[src/rtl/v810_bus_target_pkg.sv]
// v810_bus_pkg: types shared by the V810 bus target and a future bus monitor.
//   CNT_W       wait-state counter width
//   tgt_state_e target cycle state
//   bus_cyc_t   one latched bus cycle (word address, active-high BE, RW, ST)
package v810_bus_pkg;

   localparam int CNT_W = 4;

   typedef enum logic [1:0] {
      TS_IDLE,
      TS_WAIT,
      TS_ACC
   } tgt_state_e;

   typedef struct packed {
      logic [29:0] addr;
      logic [3:0]  be;
      logic        rw;
      logic [1:0]  st;
   } bus_cyc_t;

endpackage

[src/rtl/v810_bus_target_if.sv]
// v810_bus_if: V810 external bus as seen between the CPU and its targets.
//   master : CPU side, drives address/control/write data, samples D_O, READYn, SZRQn
//   slave  : target side, the reverse
interface v810_bus_if;
   import v810_bus_pkg::*;

   logic [31:0] A;
   logic [31:0] D_I;
   logic [31:0] D_O;
   logic [3:0]  BEn;
   logic [1:0]  ST;
   logic        DAn;
   logic        MRQn;
   logic        RW;
   logic        BCYSTn;
   logic        READYn;
   logic        SZRQn;

   modport master (
      output A, D_I, BEn, ST, DAn, MRQn, RW, BCYSTn,
      input  D_O, READYn, SZRQn
   );

   modport slave (
      input  A, D_I, BEn, ST, DAn, MRQn, RW, BCYSTn,
      output D_O, READYn, SZRQn
   );

endinterface

[src/rtl/v810_bus_target_lanes.sv]
// v810_tgt_lanes: data lane steering between the CPU bus and the 32-bit memory port.
//   BUS16   1 = 16-bit device: write data duplicated, read half replicated
//   ready   cycle completing; read data is driven only then
//   hi      upper halfword selected (latched BE[1:0] both off)
//   d_i     CPU write data         -> mem_wd
//   mem_rd  memory read data       -> d_o
module v810_tgt_lanes #(
   parameter bit BUS16 = 1'b0
) (
   input  logic        ready,
   input  logic        hi,
   input  logic [31:0] d_i,
   input  logic [31:0] mem_rd,
   output logic [31:0] mem_wd,
   output logic [31:0] d_o
);

   logic [15:0] half;
   logic [31:0] rd;

   always_comb begin
      half = hi ? mem_rd[31:16] : mem_rd[15:0];
      if (BUS16) begin
         mem_wd = {d_i[15:0], d_i[15:0]};
         rd     = {half, half};
      end else begin
         mem_wd = d_i;
         rd     = mem_rd;
      end
      // Undriven (zero) outside the completion cycle so that targets can share D.
      d_o = ready ? rd : 32'h0;
   end

endmodule

[src/rtl/v810_bus_target.sv]
// v810_bus_target: V810 external bus responder for one address region.
// Decodes CPU bus cycles, inserts WAIT_STATES T2 cycles, then issues one
// request on a 32-bit word memory port and completes the cycle on MEM_ACK.
//   CLK, RESn, CE   clock, sync active-low reset, global clock enable
//   bus             CPU bus (slave modport): A, D_I, BEn, ST, DAn, MRQn, RW,
//                   BCYSTn in; D_O, READYn, SZRQn out
//   MEM_A/WD/BE/WR  latched word address, write data, active-high BE, write flag
//   MEM_REQ/ACK/RD  request, completion, read data (valid with ACK)
module v810_bus_target
   import v810_bus_pkg::*;
#(
   parameter logic [31:0] BASE        = 32'h0700_0000,
   parameter logic [31:0] MASK        = 32'hFF00_0000,
   parameter int unsigned WAIT_STATES = 0,
   parameter bit          BUS16       = 1'b0
) (
   input  logic        CLK,
   input  logic        RESn,
   input  logic        CE,
   v810_bus_if.slave   bus,
   output logic [29:0] MEM_A,
   output logic [31:0] MEM_WD,
   output logic [3:0]  MEM_BE,
   output logic        MEM_WR,
   output logic        MEM_REQ,
   input  logic        MEM_ACK,
   input  logic [31:0] MEM_RD
);

   localparam logic [CNT_W-1:0] WS = CNT_W'(WAIT_STATES);

   tgt_state_e       state;
   logic [CNT_W-1:0] cnt;
   bus_cyc_t         cyc;
   logic             hit;
   logic             acc_live;
   logic             ready;

   assign hit = ~bus.BCYSTn & ~bus.MRQn & ((bus.A & MASK) == BASE);

   always_ff @(posedge CLK) begin
      if (CE) begin
         if (!RESn) begin
            state <= TS_IDLE;
            cnt   <= '0;
            cyc   <= '0;
         end else begin
            case (state)
               TS_IDLE: begin
                  if (hit) begin
                     cyc   <= '{addr: bus.A[31:2], be: ~bus.BEn, rw: bus.RW, st: bus.ST};
                     cnt   <= WS;
                     state <= (WS != '0) ? TS_WAIT : TS_ACC;
                  end
               end
               TS_WAIT: begin
                  if (bus.DAn) begin
                     state <= TS_IDLE;
                  end else begin
                     cnt <= cnt - 1'b1;
                     if (cnt == CNT_W'(1))
                        state <= TS_ACC;
                  end
               end
               TS_ACC: begin
                  // DAn high: CPU dropped the cycle; ACK is ignored.
                  if (bus.DAn || MEM_ACK)
                     state <= TS_IDLE;
               end
               default: state <= TS_IDLE;
            endcase
         end
      end
   end

   // Request and completion are masked in the cycle an abandon is seen.
   assign acc_live = (state == TS_ACC) & ~bus.DAn;
   assign ready    = acc_live & MEM_ACK;

   assign MEM_REQ    = acc_live;
   assign MEM_A      = cyc.addr;
   assign MEM_BE     = cyc.be;
   assign MEM_WR     = ~cyc.rw;
   assign bus.READYn = ~ready;
   assign bus.SZRQn  = ~(BUS16 & (state != TS_IDLE));

   v810_tgt_lanes #(.BUS16(BUS16)) u_lanes (
      .ready  (ready),
      .hi     (cyc.be[1:0] == 2'b00),
      .d_i    (bus.D_I),
      .mem_rd (MEM_RD),
      .mem_wd (MEM_WD),
      .d_o    (bus.D_O)
   );

   // A[1:0] is covered by BEn; ST is captured only for the shared cycle record.
   logic unused_ok;
   assign unused_ok = ^{bus.A[1:0], cyc.st};

endmodule

[src/flat_wrapper.sv]
// flat-port wrapper written by rule: the top's interface ports become plain ports
module v810_bus_target_flat import v810_bus_pkg::*;
#(
   parameter logic [31:0] BASE        = 32'h0700_0000,
   parameter logic [31:0] MASK        = 32'hFF00_0000,
   parameter int unsigned WAIT_STATES = 0,
   parameter bit          BUS16       = 1'b0
)
  (CLK, RESn, CE, MEM_A, MEM_WD, MEM_BE, MEM_WR, MEM_REQ, MEM_ACK, MEM_RD, bus_A, bus_D_I, bus_BEn, bus_ST, bus_DAn, bus_MRQn, bus_RW, bus_BCYSTn, bus_D_O, bus_READYn, bus_SZRQn);
  v810_bus_if bus_i ();
  input  logic CLK;
  input  logic RESn;
  input  logic CE;
  output logic [29:0] MEM_A;
  output logic [31:0] MEM_WD;
  output logic [3:0] MEM_BE;
  output logic MEM_WR;
  output logic MEM_REQ;
  input  logic MEM_ACK;
  input  logic [31:0] MEM_RD;
  input wire logic [$bits(bus_i.A)-1:0] bus_A;
  input wire logic [$bits(bus_i.D_I)-1:0] bus_D_I;
  input wire logic [$bits(bus_i.BEn)-1:0] bus_BEn;
  input wire logic [$bits(bus_i.ST)-1:0] bus_ST;
  input wire logic [$bits(bus_i.DAn)-1:0] bus_DAn;
  input wire logic [$bits(bus_i.MRQn)-1:0] bus_MRQn;
  input wire logic [$bits(bus_i.RW)-1:0] bus_RW;
  input wire logic [$bits(bus_i.BCYSTn)-1:0] bus_BCYSTn;
  output wire logic [$bits(bus_i.D_O)-1:0] bus_D_O;
  output wire logic [$bits(bus_i.READYn)-1:0] bus_READYn;
  output wire logic [$bits(bus_i.SZRQn)-1:0] bus_SZRQn;
  assign bus_i.A = bus_A;
  assign bus_i.D_I = bus_D_I;
  assign bus_i.BEn = bus_BEn;
  assign bus_i.ST = bus_ST;
  assign bus_i.DAn = bus_DAn;
  assign bus_i.MRQn = bus_MRQn;
  assign bus_i.RW = bus_RW;
  assign bus_i.BCYSTn = bus_BCYSTn;
  assign bus_D_O = bus_i.D_O;
  assign bus_READYn = bus_i.READYn;
  assign bus_SZRQn = bus_i.SZRQn;
  v810_bus_target #(.BASE(BASE), .MASK(MASK), .WAIT_STATES(WAIT_STATES), .BUS16(BUS16)) u_core (.CLK(CLK), .RESn(RESn), .CE(CE), .bus(bus_i), .MEM_A(MEM_A), .MEM_WD(MEM_WD), .MEM_BE(MEM_BE), .MEM_WR(MEM_WR), .MEM_REQ(MEM_REQ), .MEM_ACK(MEM_ACK), .MEM_RD(MEM_RD));
endmodule
[config.mk]
export PLATFORM = sky130hd
export DESIGN_NAME = v810_bus_target_flat
export DESIGN_NICKNAME = d
export VERILOG_FILES = /design/src/rtl/v810_bus_target_pkg.sv /design/src/rtl/v810_bus_target_if.sv /design/src/rtl/v810_bus_target_lanes.sv /design/src/rtl/v810_bus_target.sv /design/src/flat_wrapper.sv
export SDC_FILE = /design/constraint.sdc
export NUM_CORES = 1
export LEC_CHECK = 0
export CELL_PAD_IN_SITES_DETAIL_PLACEMENT = 0
export CELL_PAD_IN_SITES_GLOBAL_PLACEMENT = 1
export CORE_ASPECT_RATIO = 1.25
export CORE_MARGIN = 4
export CORE_UTILIZATION = 20
export CTS_CLUSTER_SIZE = 25
export DETAILED_ROUTE_END_ITERATION = 10
export PLACE_DENSITY = 0.86
export SYNTH_ARGS = -nofsm -noshare
export SYNTH_HDL_FRONTEND = slang
export SYNTH_SLANG_ARGS = --single-unit
[constraint.sdc]
create_clock -name CLK -period 3.7 [get_ports CLK]
set_input_delay 0.74 -clock CLK [delete_from_list [all_inputs] [get_ports CLK]]
set_output_delay 0.74 -clock CLK [all_outputs]
set_load 0.005 [all_outputs]
==> results_dict.tcl <==
set metrics [dict create \
    track_usage_pct 7.95 \
    ant_nets 0 \
    setup_viol 0 \
    slew_viol_final 0 \
    setup.worst_path.end_class "output pin" \
    insertedDiodeCount 0 \
    critPathTopFamily "simple AND/OR/NAND/NOR gates" \
    start_kind "input pin" \
    cts_buffers 5 \
    synth_edf_count 36 \
    grt_antenna_before_repair 0 \
    synth_cells 195 \
    grt_pass1_vias 1558 \
    crit_fanout 35 \
    ys.flop_type "edfxtp_1" \
    drive_gt1_share_pct 5.17 \
    syn-num-nets 305 \
    worstReg2RegEnd "u_core.state[1]$_SDFFCE_PN0P_" \
    whs_endpoint "u_core.state[1]$_SDFFCE_PN0P_" \
    cts_tree "yes" \
    clk_latency_ps 270 \
    die_area_um2 12500 \
    timing.final.crit_share_pct 92.4 \
    ys_warn_count 0 \
    post-route-drc-count 0 \
    cp.required_ps 2960 \
    power_mw 1.07 \
    cp_common_cell "clkdlybuf4s50_1" \
    num_io_pins 212 \
    hp-class "reg -> reg" \
    crit_type "in -> out" \
    syn_area_um2 2150 \
    synthTopCellsByArea "edfxtp_1 50%, buf_4 23%, and3_1 9.3%" \
    clk_pin_slew_ps 50 \
    crit_path_start "bus_DAn" \
    io_buffers 142 \
    cts_repair_resize_count 0 \
    dr.pass1.iters 4 \
    min_from "u_core.state[1]$_SDFFCE_PN0P_" \
    ys_seq_area_share_pct 50.4 \
    dpl.hpwl_um 4310 \
    path_cells "clkdlybuf4s50_1, and2b_1, and3_1, clkdlybuf4s50_1" \
    hold_path_depth 1 \
    critPathBufInv 2 \
    fin_skew_ps 7.64 \
    coreArea_um2 10600 \
    synth-async-reset-ratio_pct 0 \
    ctsHoldBuffers 0 \
    htree_levels 2 \
    die_height_um 124 \
    initialDrtViolationCount 58 \
    maxSlewHeadroom_pct 42.2 \
    setup_tns_ps 0 \
    r2r-start "u_core.state[1]$_SDFFCE_PN0P_" \
    globalRouteOverflowTotal 0 \
    max_stage_delay_ps 760 \
    clock_path_buffers 2 \
    synth_area_leader_cell "edfxtp_1" \
    cts_root_buf "clkbuf_16" \
    ys_types 19 \
    finalWirelength_um 5220 \
    gp_congestion 0.675 \
    grt_pass1_wl_um 7690 \
    yosys.area.top_type_share_pct 50.4 \
    final_nets 381 \
    start_util_pct 20.3 \
    finalHoldViolations 0 \
    clock-sinks 36 \
    reg2regPathDepth 2 \
    syn_area_per_cell_um2 11.0 \
    std_cell_rows 42 \
    r2r_setup_slack_ps 2130 \
    fmax_mhz 292 \
    rsz0062_at_grt "no" \
    min_period_ps 3420 \
    critPathArrivalTime_ps 2680 \
    outcome "complete, no violations" \
    drv_cap 0 \
    routedWlPerCell_um 13.0 \
    grt_max_degree 36 \
    via_per_inst 3.85 \
    ir_drop_mv 0.151 \
    post_cts_buffers 0 \
    p_leak_nw 1.27 \
    synth_seq_cells 36 \
    vias 1550 \
    tightest_slew_ps 867 \
    crit_path_top_delay_cell "and2b_1" \
    dieWidth_um 101 \
    syn2layout_area_growth_pct 57.1 \
    p_per_area_nw_per_um2 319 \
]
stage by stage:
stage	setup slack, ps	area, um^2	cells	utilization (%)	hold WS [ps]
3_5_place_dp	244	3240	396	30.7	597
2_1_floorplan	374	2150	195	-	560
3_3_place_gp	351	3240	396	30.7	602
4_1_cts	238	3370	403	31.9	613
6_report	280	3370	403	31.9	604
5_1_grt	157	3370	403	31.9	647
report_power, final:
group / internal [mW] / leakage (nW) / switching, mW
Combinational: 0.143 / 0.893 / 0.0608
Clock: 0.244 / 0.0667 / 0.140
Sequential: 0.480 / 0.315 / 0.00671
Total: 0.867 / 1.27 / 0.208
layout by cell type (no fill, tap or decap), types with 2 or more instances in the layout:
cell / netlist / layout
clkbuf_16: 0 / 5
inv_1: 4 / 4
buf_4: 67 / 2
edfxtp_1: 36 / 36
and2_1: 31 / 31
and3_1: 32 / 32
clkdlybuf4s50_1: 0 / 142
nor2_1: 6 / 6
cell usage after synthesis (all sizes together) (4+ instances only):
library cell  number
inv                4
and3              32
nor2               6
edfxtp            36
buf               68
clkbuf             8
and2              32
how the worst max path moves through the flow:
stage / slack (ps) / cells past startpoint / end
floorplan: 370 / 3 / u_core.MEM_A[0]$_SDFFCE_PN0P_
global placement: 350 / 4 / bus_D_O[2]
detailed placement: 240 / 4 / bus_D_O[6]
CTS: 240 / 4 / bus_D_O[6]
global route: 160 / 4 / bus_D_O[6]
finish: 280 / 4 / bus_D_O[6]
final cells by class:
class	instances	area [um^2]
Multi-Input combinational cell	79	520
Tap cell	132	165
Inverter	4	15.0
Timing Repair Buffer	145	1460
Sequential cell	36	1080
Fill cell	1060	7190
Clock inverter	1	5.00
Clock buffer	6	129
routing by layer:
metal / up-vias / GRT usage [%] / routed length, um
li1: 736 / - / -
met1: 690 / 7.66 / 1660
met2: 115 / 14.7 / 2760
met3: 9 / 3.19 / 700
met4: 0 / 3.62 / 103
met5: - / 0 / 0
state kept, by name, summed over array words and instances (netlist names):
register and count:
u_core.MEM_A 30, u_core.MEM_BE 4, u_core.cyc 1, u_core.state 1
cell families (layout without fill, tap and decap cells):
kind of cell | Yosys count | count (layout) | synth area share [%]
other | 1 | 1 | 0.175
AND/OR/NAND/NOR | 76 | 76 | 22.6
buffers and inverters | 80 | 156 | 25.9
flip-flops | 36 | 36 | 50.4
AO/OA/AOI/OAI | 2 | 2 | 0.933
No activity file was read; power rests on OpenSTA's default activity.
